### config.mk
export PLATFORM = sky130hd
export DESIGN_NAME = sys_bus_arbiter
export DESIGN_NICKNAME = d
export VERILOG_FILES = /design/src/rtl/sys_bus_arbiter.sv
export SDC_FILE = /design/constraint.sdc
export NUM_CORES = 1
export LEC_CHECK = 0
export CAP_MARGIN = 15
export CORE_AREA = 2 2 137 139
export DETAILED_ROUTE_END_ITERATION = 12
export DIE_AREA = 0 0 139 141
export SYNTH_ARGS = -nofsm -noshare
export SYNTH_HDL_FRONTEND = slang
export SYNTH_SLANG_ARGS = --single-unit
### constraint.sdc
create_clock -name i_clk -period 2.5 [get_ports i_clk]
set_input_delay 0.5 -clock i_clk [delete_from_list [all_inputs] [get_ports i_clk]]
set_output_delay 0.5 -clock i_clk [all_outputs]
set_load 0.01 [all_outputs]
### src/rtl/sys_bus_arbiter.sv
// Round-robin owner arbitration of the shared system data bus with owner-muxed slave access.
// Define BUS_ARB_TIMEOUT_EN to force release of an owner after TIMEOUT_CYCLES owned cycles.
module sys_bus_arbiter #(
  parameter int NUM_MASTERS    = 3,
  parameter int TIMEOUT_CYCLES = 255
) (
  input  logic                      i_clk,
  input  logic                      i_rst_n,
  input  logic [NUM_MASTERS-1:0]    i_req,
  output logic [NUM_MASTERS-1:0]    o_gnt,
  input  logic [NUM_MASTERS*32-1:0] i_m_addr,
  input  logic [NUM_MASTERS*32-1:0] i_m_wr_data,
  input  logic [NUM_MASTERS*4-1:0]  i_m_size,
  input  logic [NUM_MASTERS-1:0]    i_m_read,
  input  logic [NUM_MASTERS-1:0]    i_m_write,
  output logic [31:0]               o_m_rd_data,
  output logic [NUM_MASTERS-1:0]    o_m_ready,
  output logic [31:0]               o_s_addr,
  output logic [31:0]               o_s_wr_data,
  output logic [3:0]                o_s_size,
  output logic                      o_s_read,
  output logic                      o_s_write,
  input  logic [31:0]               i_s_rd_data,
  input  logic                      i_s_ready,
  output logic                      o_timeout
);

  localparam int OW = $clog2(NUM_MASTERS);

  typedef enum logic {ARB, OWN} state_t;

  state_t        state;
  logic [OW-1:0] owner;
  logic [OW-1:0] last_owner;
  logic [OW-1:0] winner;
  logic          is_own;
  logic          own_req;
  logic          own_read;
  logic          own_write;
  logic          done;
  logic          expire;

  logic [31:0] addr_arr [NUM_MASTERS];
  logic [31:0] data_arr [NUM_MASTERS];
  logic [3:0]  size_arr [NUM_MASTERS];

  genvar gi;
  generate
    for (gi = 0; gi < NUM_MASTERS; gi++) begin : g_unpack
      assign addr_arr[gi] = i_m_addr[32*gi +: 32];
      assign data_arr[gi] = i_m_wr_data[32*gi +: 32];
      assign size_arr[gi] = i_m_size[4*gi +: 4];
    end
  endgenerate

  // Scan from farthest to nearest after last_owner so the nearest requester
  // overwrites; offset NUM_MASTERS is last_owner itself, the lowest priority.
  always_comb begin
    int idx;
    idx    = 0;
    winner = last_owner;
    for (int i = NUM_MASTERS; i >= 1; i--) begin
      idx = (int'(last_owner) + i) % NUM_MASTERS;
      if (i_req[idx]) winner = OW'(idx);
    end
  end

  assign is_own    = (state == OWN);
  assign own_req   = i_req[owner];
  assign own_read  = i_m_read[owner];
  assign own_write = i_m_write[owner];

  assign o_s_addr    = is_own ? addr_arr[owner] : 32'd0;
  assign o_s_wr_data = is_own ? data_arr[owner] : 32'd0;
  assign o_s_size    = is_own ? size_arr[owner] : 4'd0;
  assign o_s_read    = is_own & own_read;
  assign o_s_write   = is_own & own_write;

  assign o_m_rd_data = i_s_rd_data;
  assign o_m_ready   = o_gnt & {NUM_MASTERS{i_s_ready}};

  // Completion or abandonment both end ownership; either wins over a timeout.
  assign done = is_own & ((((o_s_read | o_s_write) & i_s_ready))
                          | (~own_req & ~own_read & ~own_write));

`ifdef BUS_ARB_TIMEOUT_EN
  localparam int CNT_RAW = $clog2(TIMEOUT_CYCLES + 1);
  localparam int CNT_W   = (CNT_RAW < 8) ? 8 : ((CNT_RAW > 16) ? 16 : CNT_RAW);

  logic [CNT_W-1:0] own_cnt;

  // own_cnt counts owned cycles already elapsed, so this cycle is the last one allowed.
  assign expire = is_own & ~done & (own_cnt == CNT_W'(TIMEOUT_CYCLES - 1));

  always_ff @(posedge i_clk or negedge i_rst_n) begin
    if (!i_rst_n) begin
      own_cnt   <= '0;
      o_timeout <= 1'b0;
    end else begin
      o_timeout <= expire;
      if (!is_own) own_cnt <= '0;
      else if (!done) own_cnt <= own_cnt + 1'b1;
    end
  end
`else
  assign expire    = 1'b0;
  assign o_timeout = 1'b0;
`endif

  always_ff @(posedge i_clk or negedge i_rst_n) begin
    if (!i_rst_n) begin
      state      <= ARB;
      owner      <= '0;
      last_owner <= OW'(NUM_MASTERS - 1);
      o_gnt      <= '0;
    end else begin
      case (state)
        ARB: begin
          if (|i_req) begin
            owner      <= winner;
            last_owner <= winner;
            o_gnt      <= NUM_MASTERS'(1) << winner;
            state      <= OWN;
          end
        end
        OWN: begin
          if (done || expire) begin
            o_gnt <= '0;
            state <= ARB;
          end
        end
        default: begin
          o_gnt <= '0;
          state <= ARB;
        end
      endcase
    end
  end

endmodule
Yosys cells after proc, flatten, opt, wreduce, memory -nomap -nowiden. Cells that the tools add are included.

Bits of input ports: 248. Output and inout bits: 109. Register bits: 8.

Eq/ne operators: 2. Reductions and logical operators: 3. Shift operators: 1. Mux-type cells: 36. Bitwise logic cells: 14. Divide/modulo/power cells: 3. Add/sub/neg operators: 3. $lt $le $gt $ge: 5.

Operator list (number): $mux W32 (6); $bmux W32 S2 (2); $lt A32 B4 Y1 const B (3); $mod A32 B3 Y32 const B (3); $bmux W1 S2 (6); $mux W4 (3); $mux W1 (11); $bmux W4 S2 (1); $add A2 B2 Y3 const B (2); $and A1 B1 Y1 (6); $mux W2 (3); $mux W3 (2); $pmux W3 S2 (1); $not A1 Y1 (4); $reduce_and A2 Y1 (2); $add A2 B1 Y3 const B (1); $and A3 B3 Y3 (1); $ge A3 B3 Y1 const B (1); $lt A2 B3 Y1 const B (1); $not A2 Y3 (1); $reduce_or A3 Y1 (1); $shl A1 B2 Y3 const A (1); $ne A2 B1 Y1 const B (1); $ne A2 B2 Y1 const B (1); other kinds (2) (3).

Depth between registers and ports, before layout.
Depth in word-level cells: 11. Depth in mapped cells: 9. Depth with buffers taken out: 7.

Least setup slack after synthesis. OpenSTA, ideal clock, no wires.

Path type: register to register. Start point: register owner[0]. End point: register o_gnt[2]. Path buffers: 2. Setup slack: 0.455 ns. Cell stages (with the launch flop): 10. Required time: 2.361 ns. Period minus slack after synthesis: 2.045 ns. Arrival time: 1.906 ns. Cells stage by stage: dfrtp_1 > buf_2 > inv_1 > ha_1 > buf_6 > mux2i_1 > or3_4 > a31oi_2 > o41a_1 > o221ai_1.

Cells in the longest elaborated chain, start to end: 9. Elaborated cells between the ends (all ways): 19. Classes of those cells: eq/ne: 1; mux: 6; bitwise: 11; reduce/logical: 1.

Ends and longest elaborated chain: start: declaration (RTL line 33) `logic [OW-1:0] owner;`; start signal: assignment (RTL line 120) `owner <= winner;`; $bmux W1 S2 (on tied branches) (RTL line 70, 69, 71); $mux W1 (on tied branches) (RTL line 70, 69, 71); $and A1 B1 Y1 (tied with other cells) (RTL line 76) `assign o_s_read = is_own & own_read;`; $or A1 B1 Y1 or $and A1 B1 Y1 (tied branches) (RTL line 83, 84); $and A1 B1 Y1 (on tied branches) (RTL line 83, 84); $or A1 B1 Y1 (*) (RTL line 84) `| (~own_req & ~own_read & ~own_write));`; $and A1 B1 Y1 (*) (RTL line 83) `assign done = is_own & ((((o_s_read | o_s_write) & i_s_ready))`; $ne A2 B1 Y1 (no source line) (*); $reduce_and A2 Y1 (no source line) (*); end signal: assignment (RTL line 122) `o_gnt <= NUM_MASTERS'(1) << winner;`; end: declaration (RTL line 10) `output logic [NUM_MASTERS-1:0] o_gnt,`.

Mark *: on every way between the ends. The rest lies on a longest branch, timed or not. The select of a mux whose other input is x is not followed. A chain may end at the register's enable or synchronous reset.

Worst setup path in the final report.
Start point: register owner[0]. End point: output port o_s_addr[17].

Cells in the longest elaborated chain, start to end: 5.

Ends and longest elaborated chain: $not A2 Y3 (implied by the code) (RTL line 73) `assign o_s_addr = is_own ? addr_arr[owner] : 32'd0;`; $bmux W32 S2 (RTL line 73); $mux W32 (implied by the code) (2 in series) (RTL line 73); $mux W32 (RTL line 73); end: declaration (RTL line 18) `output logic [31:0] o_s_addr,`.

No other way between the ends. The select of a mux whose other input is x is not followed.

==> reports/qor.yml <==
floorplanning:
  start_util_pct: 15.5
  rows: 50
  fp.dieW_um: 139
  dieHeight_um: 141
  boundaryPins: 357
  dieArea_sq_um: 19600
  core_sq_um: 18300
cts:
  path_clk_slew_ns: 0.04
  insertion_delay_ns: 0.24
  cts.path.max_buffers: 2
  cts_sinks: 7
  clock-root-buffer: "clkbuf_16"
  numCtsBuffers: 3
  tritoncts: "yes"
  htreeDepth: 1
  cts_hold_buf: 0
synthesis:
  synth.largest_area_cell: "mux2i_1"
  synthDistinctLibCells: 41
  yosysWarnings: 0
  yosysTopAreaCellShare_pct: 25.9
  synthTopCellsByArea: "mux2i_1 26%, and2_1 16%, o21ai_0 13%"
  ys.flop_type: "dfrtp_1"
  synth_edf_count: 0
  synth-async-reset-ratio_pct: 100
  synth_seq_cells: 7
  syn_inst: 424
  seq_area_frac_synth_pct: 6.24
  syn_nets: 676
  synth_area_per_cell_sq_um: 6.67
  netlist_area_sq_um: 2830
worst_setup_path:
  critPathArrivalTime_ns: 1.86
  crit_family: "buffers and inverters"
  end_kind: "output port"
  path_class: "register to output port"
  cp_num_buf_inv: 3
  path_max_fanout: 13
  max_stage_delay_ns: 0.45
  crit_path_start_kind: "register"
  cp.required_ns: 2.00
  ff2ff_setup_slack_ns: 0.31
  slowest_stage: "dfrtp_2"
  cp_cell_sequence: "nor2b_4 -> buf_4 -> bufbuf_16 -> nand2_1 -> o21ai_0 -> and2_1 -> dlygate4sd2_1"
timing:
  hold_viol: 0
  fin_skew_ns: 0.00632
  relSlewSlack_pct: 63.1
  worst_pin_slew_ns: 0.549
  max_freq_mhz: 423
  post-route-period-util_pct: 94.5
  hold_ws_ns: 0.530
  fin_crit_ns: 2.36
  finalMaxSlewViolations: 0
  rsz0062_at_grt: "false"
  setup_violations: 0
placement:
  dp.final_hpwl_mm: 10.1
  gp_congestion: 0.780
  io_buffer_count: 291
routing:
  wl_mm: 13.1
  ant_nets: 0
  dr.pass1.iters: 4
  wl_per_cell_um: 14.3
  dr_total_vias: 3776
  routed_via_density: 4.14
  drc: 0
  drtIter0Drc: 106
grt:
  grt_max_degree: 75
  grt_pass1_vias: 3888
  grt_usage_pct: 12.5
  grt_overflow_total: 0
  grt_pass1_wl_mm: 20.2
  antenna_found_initial: 0
power:
  p_leak_nw: 2.46
  powerDensity_nw_per_um2: 737
  p_total_mw: 4.39
  ir_drop_mv: 0.380
final_layout:
  area_growth_pct: 110
  num_antenna_cells: 0
  final_common_cell: "clkdlybuf4s50_1"
  nets: 931
  fin_util_pct: 32.6
  final_cell_mix: "221 x clkdlybuf4s50_1, 80 x nand2_1, 73 x and2_1, 72 x mux2i_1, 72 x o21ai_0"
  drive_gt1_share_pct: 6.93
job:
  timing.max_cap.violations: 0
worst_hold_path:
  min_path_type: "primary input to async pin"
outcome:
  status: "complete, no violations"
==> worst paths after layout <==
check | startpoint | end | cells past startpoint
max reg2reg | owner[0] | o_gnt[1] | 8
max in group asynchronous | i_rst_n | last_owner[1] | 1
max | owner[0] | o_s_addr[17] | 7
min in group i_clk | o_gnt[0] | o_gnt[0] | 2
min | i_rst_n | o_gnt[2] | 1
min reg2reg | o_gnt[0] | o_gnt[0] | 2
==> stage by stage <==
step / setup TNS (ns) / setup WS, ns / area, sq um / cells
global placement: -0.100 / -0.100 / 5840 / 903
detailed placement: -0.100 / -0.100 / 5840 / 903
floorplan: 0 / 0.455 / 2830 / 424
CTS: 0 / 0.00746 / 5910 / 911
finish: 0 / 0.136 / 5950 / 912
global route: 0 / 0.0160 / 5950 / 912
==> cell families (layout without fill, tap and decap cells) <==
logic type	Yosys count	after routing	share of synthesized area [%]
buffers and inverters	75	329	16.2
other	1	1	0.133
DFF	7	7	6.24
and+or+nand+nor	172	172	31.2
AOI/OAI and AO/OA	92	92	18.6
muxes	73	73	25.9
adders and majority gates	4	4	1.77
==> per-layer routing <==
layer | part of all wire, % | vias to the layer above | GRT usage, %
li1 | - | 1904 | -
met1 | 43 | 1676 | 15.4
met2 | 48 | 176 | 21.9
met3 | 7.2 | 20 | 2.72
met4 | 2.3 | 0 | 3.67
met5 | 0 | - | 0
==> power breakdown <==
group | internal [mW] | switching [mW] | total, mW
clock network | 0.213 | 0.0741 | 0.288
registers | 0.171 | 0.0571 | 0.229
logic | 2.02 | 1.85 | 3.87
total | 2.40 | 1.98 | 4.39
==> cell type report <==
| class | count | area [sq um] |
|---|---|---|
| Inverter | 6 | 22.5 |
| Sequential cell | 7 | 183 |
| Fill cell | 1980 | 12300 |
| Tap cell | 234 | 293 |
| Multi-Input combinational cell | 342 | 2210 |
| Timing Repair Buffer | 319 | 3160 |
| Clock buffer | 4 | 78.8 |
==> flip-flops by register name (all words and copies together) (netlist names) <==
signal	flops
last_owner	1
owner	2
is_own	1
o_gnt	3
==> Yosys cell counts, types with 2 or more instances <==
| master | number |
|---|---|
| buf_2 | 14 |
| mux2i_1 | 73 |
| and2b_1 | 2 |
| o221ai_1 | 3 |
| buf_6 | 3 |
| ha_1 | 4 |
| dfrtp_1 | 6 |
| clkbuf_1 | 14 |
| and2_1 | 73 |
| nand2_1 | 80 |
| nor2_1 | 2 |
| buf_4 | 34 |
| o21ai_1 | 2 |
| o21ai_0 | 73 |
| o2bb2ai_1 | 2 |
| nor3_1 | 2 |
| inv_1 | 6 |
| o22ai_1 | 3 |
| buf_1 | 3 |
| nor2b_1 | 4 |
==> repair_timing <==
action | 4_1_cts | 5_1_grt
buffers inserted | 3 | 0
hold endpoints to repair | 0 | 0
pin swaps | 2 | 0
endpoints found under the setup margin | 64 | 5
cloned | 1 | 1
resized for setup | 69 | 5
Note: power is estimated with default switching activity, not from simulation.
